--- src/rtl/bist_engine.sv ---
// bist_engine: built-in self-test engine for one combinational or pipelined CUT.
//
// N_CH LFSR channels generate pattern words. These go to the CUT. The CUT
// responses are compacted into a MISR, and the final signature is compared
// with a golden value.
//
// Ports:
//   clk          clock, rising edge
//   rst_n        asynchronous active-low reset
//   start_i      run request, sampled in IDLE or DONE only
//   abort_i      synchronous abort back to IDLE (wins over start_i)
//   seeds_i      per-channel seeds, channel c at [c*LFSR_W +: LFSR_W]
//   golden_i     expected signature
//   pattern_o    registered pattern word to the CUT
//   pat_valid_o  pattern_o is a live test vector this cycle
//   resp_i       CUT response, CUT_LAT cycles after its pattern
//   signature_o  current MISR contents
//   busy_o       run in progress (RUN or FLUSH)
//   done_o       run complete, held until the next start
//   pass_o       signature matched golden on DONE entry
//
// Optional build macro: BIST_PHASE_SHIFT_EN
//   When defined, a phase shifter drives pattern_o:
//   channel c = lfsr[c] ^ rotl1(lfsr[(c+1) mod N_CH]).
//   When undefined, channel c = lfsr[c].
//
// state | meaning
// IDLE  | waiting for start, outputs quiet
// RUN   | presenting PAT_CNT patterns, LFSRs stepping
// FLUSH | draining CUT_LAT pipelined responses into the MISR
// DONE  | signature frozen, done/pass reported until next start

module bist_engine #(
  parameter int unsigned       N_CH      = 6,
  parameter int unsigned       LFSR_W    = 7,
  parameter logic [LFSR_W-1:0] LFSR_TAPS = 7'h60,
  parameter int unsigned       RESP_W    = 17,
  parameter int unsigned       SIG_W     = 10,
  parameter logic [SIG_W-1:0]  MISR_TAPS = 10'h240,
  parameter int unsigned       PAT_CNT   = 256,
  parameter int unsigned       CUT_LAT   = 1
) (
  input  logic                   clk,
  input  logic                   rst_n,
  input  logic                   start_i,
  input  logic                   abort_i,
  input  logic [N_CH*LFSR_W-1:0] seeds_i,
  input  logic [SIG_W-1:0]       golden_i,
  output logic [N_CH*LFSR_W-1:0] pattern_o,
  output logic                   pat_valid_o,
  input  logic [RESP_W-1:0]      resp_i,
  output logic [SIG_W-1:0]       signature_o,
  output logic                   busy_o,
  output logic                   done_o,
  output logic                   pass_o
);

  localparam int unsigned DW         = (CUT_LAT > 0) ? CUT_LAT : 1;
  localparam logic [15:0] CNT_LAST   = 16'(PAT_CNT - 1);
  localparam logic [2:0]  FLUSH_LAST = 3'(CUT_LAT - 1);

  typedef enum logic [1:0] {S_IDLE, S_RUN, S_FLUSH, S_DONE} state_e;
  typedef logic [N_CH-1:0][LFSR_W-1:0] lfsr_arr_t;

  state_e            state_q, state_d;
  lfsr_arr_t         lfsr_q, lfsr_d;
  logic [N_CH*LFSR_W-1:0] pattern_q, pattern_d;
  logic              pat_valid_q, pat_valid_d;
  logic [15:0]       cnt_q, cnt_d;
  logic [2:0]        flush_q, flush_d;
  logic [DW-1:0]     dly_q, dly_d;
  logic [SIG_W-1:0]  misr_q, misr_d;
  logic              pass_q, pass_d;
  logic              vdel;

  function automatic logic [LFSR_W-1:0] lfsr_next(input logic [LFSR_W-1:0] s);
    return {s[LFSR_W-2:0], ^(s & LFSR_TAPS)};
  endfunction

  function automatic logic [SIG_W-1:0] misr_next(input logic [SIG_W-1:0]  s,
                                                 input logic [RESP_W-1:0] r);
    logic [SIG_W-1:0] f;
    f = '0;
    for (int unsigned j = 0; j < RESP_W; j++) f[j % SIG_W] = f[j % SIG_W] ^ r[j];
    return {s[SIG_W-2:0], ^(s & MISR_TAPS)} ^ f;
  endfunction

  function automatic logic [N_CH*LFSR_W-1:0] shape(input lfsr_arr_t l);
    lfsr_arr_t p;
`ifdef BIST_PHASE_SHIFT_EN
    for (int unsigned c = 0; c < N_CH; c++) begin
      p[c] = l[c] ^ {l[(c+1) % N_CH][LFSR_W-2:0], l[(c+1) % N_CH][LFSR_W-1]};
    end
`else
    p = l;
`endif
    return p;
  endfunction

  // Delayed valid: with zero latency the response belongs to the current pattern.
  assign vdel = (CUT_LAT == 0) ? pat_valid_q : dly_q[DW-1];

  always_comb begin
    logic [LFSR_W-1:0] seed;
    state_d     = state_q;
    lfsr_d      = lfsr_q;
    pattern_d   = pattern_q;
    pat_valid_d = 1'b0;
    cnt_d       = cnt_q;
    flush_d     = flush_q;
    dly_d       = DW'({dly_q, pat_valid_q});
    misr_d      = vdel ? misr_next(misr_q, resp_i) : misr_q;
    pass_d      = pass_q;
    seed        = '0;

    unique case (state_q)
      S_IDLE, S_DONE: begin
        if (start_i) begin
          for (int unsigned c = 0; c < N_CH; c++) begin
            seed      = seeds_i[c*LFSR_W +: LFSR_W];
            // an all-zero LFSR would lock up, so substitute all-ones
            lfsr_d[c] = (seed == '0) ? '1 : seed;
          end
          pattern_d   = shape(lfsr_d);
          pat_valid_d = 1'b1;
          misr_d      = '0;
          cnt_d       = '0;
          dly_d       = '0;
          pass_d      = 1'b0;
          state_d     = S_RUN;
        end
      end
      S_RUN: begin
        for (int unsigned c = 0; c < N_CH; c++) lfsr_d[c] = lfsr_next(lfsr_q[c]);
        if (cnt_q == CNT_LAST) begin
          flush_d = '0;
          state_d = (CUT_LAT == 0) ? S_DONE : S_FLUSH;
        end else begin
          cnt_d       = cnt_q + 16'd1;
          pattern_d   = shape(lfsr_d);
          pat_valid_d = 1'b1;
        end
      end
      S_FLUSH: begin
        if (flush_q == FLUSH_LAST) state_d = S_DONE;
        else                       flush_d = flush_q + 3'd1;
      end
      default: state_d = S_IDLE;
    endcase

    // pass compares the signature including the final response folded this edge
    if (state_d == S_DONE && state_q != S_DONE) pass_d = (misr_d == golden_i);

    if (abort_i) begin
      state_d     = S_IDLE;
      lfsr_d      = lfsr_q;
      pattern_d   = pattern_q;
      pat_valid_d = 1'b0;
      cnt_d       = cnt_q;
      flush_d     = flush_q;
      dly_d       = '0;
      misr_d      = misr_q;
      pass_d      = 1'b0;
    end
  end

  always_ff @(posedge clk or negedge rst_n) begin
    if (!rst_n) begin
      state_q     <= S_IDLE;
      lfsr_q      <= '0;
      pattern_q   <= '0;
      pat_valid_q <= 1'b0;
      cnt_q       <= '0;
      flush_q     <= '0;
      dly_q       <= '0;
      misr_q      <= '0;
      pass_q      <= 1'b0;
    end else begin
      state_q     <= state_d;
      lfsr_q      <= lfsr_d;
      pattern_q   <= pattern_d;
      pat_valid_q <= pat_valid_d;
      cnt_q       <= cnt_d;
      flush_q     <= flush_d;
      dly_q       <= dly_d;
      misr_q      <= misr_d;
      pass_q      <= pass_d;
    end
  end

  assign pattern_o   = pattern_q;
  assign pat_valid_o = pat_valid_q;
  assign signature_o = misr_q;
  assign busy_o      = (state_q == S_RUN) || (state_q == S_FLUSH);
  assign done_o      = (state_q == S_DONE);
  assign pass_o      = pass_q;

endmodule

--- config.mk ---
export PLATFORM = sky130hd
export DESIGN_NAME = bist_engine
export DESIGN_NICKNAME = d
export VERILOG_FILES = /design/src/rtl/bist_engine.sv
export SDC_FILE = /design/constraint.sdc
export NUM_CORES = 1
export LEC_CHECK = 0
export CORE_MARGIN = 5
export CORE_UTILIZATION = 50
export CTS_CLUSTER_DIAMETER = 30
export DETAILED_ROUTE_END_ITERATION = 6
export PLACE_DENSITY = 0.79
export SLEW_MARGIN = 20
export SYNTH_ARGS = -nofsm -noshare
export SYNTH_HDL_FRONTEND = slang
export SYNTH_SLANG_ARGS = --single-unit
--- constraint.sdc ---
create_clock -name clk -period 3.5 [get_ports clk]
set_clock_uncertainty 0.2 [all_clocks]
set_input_delay 0.7 -clock clk [delete_from_list [all_inputs] [get_ports clk]]
set_output_delay 0.7 -clock clk [all_outputs]
set_load 0.005 [all_outputs]
==> impl_metrics.json <==
{
  "status": "finished, final reports clean",
  "path_clk_slew_ns": 0.05,
  "postSynthCellCount": 604,
  "crit_type": "flip-flop to flip-flop",
  "synth_seq_cells": 118,
  "place.gp.congestion": 0.8720,
  "peakVddDrop_mv": 0.4161,
  "drive_gt1_share_pct": 8.199,
  "setup_viol": 0,
  "clock_latency_ns": 0.41,
  "grt_max_degree": 85,
  "worstMarginPinSlew_ns": 0.7540,
  "io_buffer_count": 128,
  "first_pass_iters": 5,
  "die_h_um": 117.0,
  "avgSynthCellArea_um2": 9.479,
  "clkSinkCount": 118,
  "antenna_found_initial": 0,
  "drt_iter0_markers": 370,
  "cts-buffers-inserted": 17,
  "dp_hpwl_um": 10960,
  "synth_most_common_cell": "dfrtp_1",
  "synth_edf_count": 0,
  "final_antenna_net_count": 0,
  "core_area_mm2": 0.01132,
  "cp_slowest_stage_delay_ns": 0.45,
  "cp_top_family": "simple AND/OR/NAND/NOR gates",
  "finalNetCount": 813,
  "initial_utilization_pct": 50.57,
  "synthTopCellsByArea": "dfrtp_1, o21ai_0, nand2_1, o22ai_1, xnor2_1",
  "cp_max_fo": 19,
  "yosysSeqAreaShare_pct": 51.57,
  "cp.required_ns": 3.59,
  "critPathBufInv": 1,
  "diodes": 0,
  "r2r_setup_slack_ns": 0.62,
  "hp-class": "primary input to asynchronous set/reset pin",
  "cts_root_buf": "clkbuf_16",
  "report.final.slew_viol_count": 0,
  "synthArstFlopShare_pct": 100.0,
  "r2r_cells": 8,
  "ctsHoldBuffers": 0,
  "pre_cts_ws_ns": 0.3293,
  "yosys.area.top_type": "dfrtp_1",
  "yosys.area.top_type_share_pct": 51.57,
  "crit_start": "state_q[0]",
  "relSlewSlack_pct": 49.73,
  "power-per-cell-area_mw_per_mm2": 560.4,
  "synthFlopType": "dfrtp_1",
  "rsz0062_at_grt": "no",
  "post_cts_buffers": 0,
  "cp_num_cells": 8,
  "synth_cell_type_count": 52,
  "fin_crit_ns": 2.881,
  "whs_ns": 0.1117,
  "avgViaCountPerCell": 5.715,
  "crit_end": "cnt_q[15]",
  "cp_cell_sequence": "inv_1 > ha_1 > nor2b_1 > or3_2 > a31o_2 > nor4_1 > xnor2_1 > nor2_1",
  "worstPathArrival_ns": 2.97,
  "leakage_nw": 3.255,
  "worst_r2r_endpoint": "cnt_q[15]",
  "drc": 0,
  "fmax_mhz": 347.1,
  "synth_fp_nets": 684,
  "grt.overflow.total": 0,
  "grt_usage_pct": 23.38,
  "synth-warning-count": 0,
  "grt_pass1_vias": 5232,
  "rows": 39,
  "end_kind": "flip-flop",
  "cts_resized": 0,
  "wl_per_cell_um": 17.12,
  "finalSetupTns_ns": 0,
  "die_x_um": 117.0,
  "netlist_area_mm2": 0.005725,
  "cts_buffer_depth": 2,
  "reg2reg_from": "state_q[0]",
  "grt_pass1_wl_um": 25250,
  "slowest_stage": "or3_2",
  "fill_cells": 894,
  "syn2layout_area_growth_pct": 35.14,
  "cts_tree": "yes",
  "hold_violations": 0,
  "dieArea_mm2": 0.01369,
  "ios": 129,
  "worstSetupStartpointType": "flip-flop",
  "synthTopCellsByCount": "dfrtp_1, nand2_1, o21ai_0",
  "setup_slack_ns": 0.6186,
  "vias": 5069,
  "drt_wl_total_um": 15190,
  "cap_violations": 0,
  "period_share_pct": 82.32,
  "htreeDepth": 4
}
==> stage by stage <==
step	instance area, µm²	util, %	instances	power (mW)
2_1_floorplan	5725	-	604	2.121
3_3_place_gp	7152	63.17	857	2.592
3_5_place_dp	7152	63.17	857	2.621
4_1_cts	7737	68.35	887	4.362
5_1_grt	7737	68.35	887	4.548
6_report	7737	68.35	887	4.336
==> layout make-up <==
cell class                      count  area [µm²]  share of cell area (%)
Clock buffer                       20       456.7                   5.902
Tap cell                          143       178.9                   2.312
Inverter                           20       75.07                  0.9702
Sequential cell                   118        2953                   38.16
Clock inverter                     10       128.9                   1.666
Multi-Input combinational cell    434        2561                   33.10
Timing Repair Buffer              142        1384                   17.88
==> state kept, by name, summed over array words and instances (netlist names) <==
signal / count
signature_o: 10
state_q: 2
flush_q: 3
dly_q: 1
cnt_q: 16
lfsr_q: 42
pass_o: 1
pat_valid_o: 1
pattern_o: 42
==> power breakdown <==
group | switching, mW | internal [mW]
registers | 0.152 | 1.58
logic | 0.408 | 0.460
clock network | 0.592 | 1.14
total | 1.15 | 3.18
==> layer usage <==
layer / up-vias / track usage (%) / share of wire [%]
li1: 2395 / - / -
met1: 2447 / 29.64 / 42
met2: 204 / 38.76 / 50
met3: 23 / 6.632 / 7.3
met4: 0 / 7.798 / 1.4
met5: - / 0 / 0
==> worst reg2reg max path, delay by kind of cell (launching register included) <==
family | cells | cell delay (ns)
DFF | 1 | 0.44
buffers and inverters | 1 | 0.09
AOI/OAI and AO/OA | 1 | 0.37
adders and majority gates | 1 | 0.40
xor gates and xnor gates | 1 | 0.17
and+or+nand+nor | 4 | 1.10
==> cells in the final DEF (no fill, tap or decap), drive strengths merged, types with 3 or more instances in the layout <==
| cell | count |
|---|---|
| o31ai | 4 |
| nand4 | 7 |
| o22ai | 38 |
| nor3 | 16 |
| clkinv | 7 |
| and2 | 3 |
| xor2 | 9 |
| dfrtp | 118 |
| nand3 | 4 |
| bufinv | 3 |
| mux2 | 5 |
| clkdlybuf4s50 | 127 |
| ha | 7 |
| a22o | 5 |
| nor2b | 6 |
| clkbuf | 20 |
| o41ai | 6 |
| or4 | 8 |
| o21ai | 89 |
| a31oi | 5 |
| xnor2 | 27 |
| inv | 20 |
| a21oi | 12 |
| nor4 | 6 |
| nor2 | 34 |
| nand2 | 110 |
| a211oi | 4 |
| buf | 15 |
==> worst min path at each step <==
stage / start / end / slack (ns) / cells after the start
2_1_floorplan: rst_n / cnt_q[0] / 0.20 / 0
3_3_place_gp: pattern_o[7] / pattern_o[7] / 0.26 / 2
3_5_place_dp: pattern_o[21] / pattern_o[21] / 0.27 / 2
4_1_cts: rst_n / signature_o[0] / 0.12 / 1
5_1_grt: rst_n / pass_o / 0.16 / 1
6_report: rst_n / signature_o[0] / 0.11 / 1
==> kinds of logic after synthesis <==
logic type | synth area share [%]
mux | 1.158
flops | 51.57
simple gates | 16.24
buf+inv | 3.715
compound gates | 19.49
xor+xnor | 6.294
fa+ha+maj | 1.530
Power figures use the tool's default switching activity.
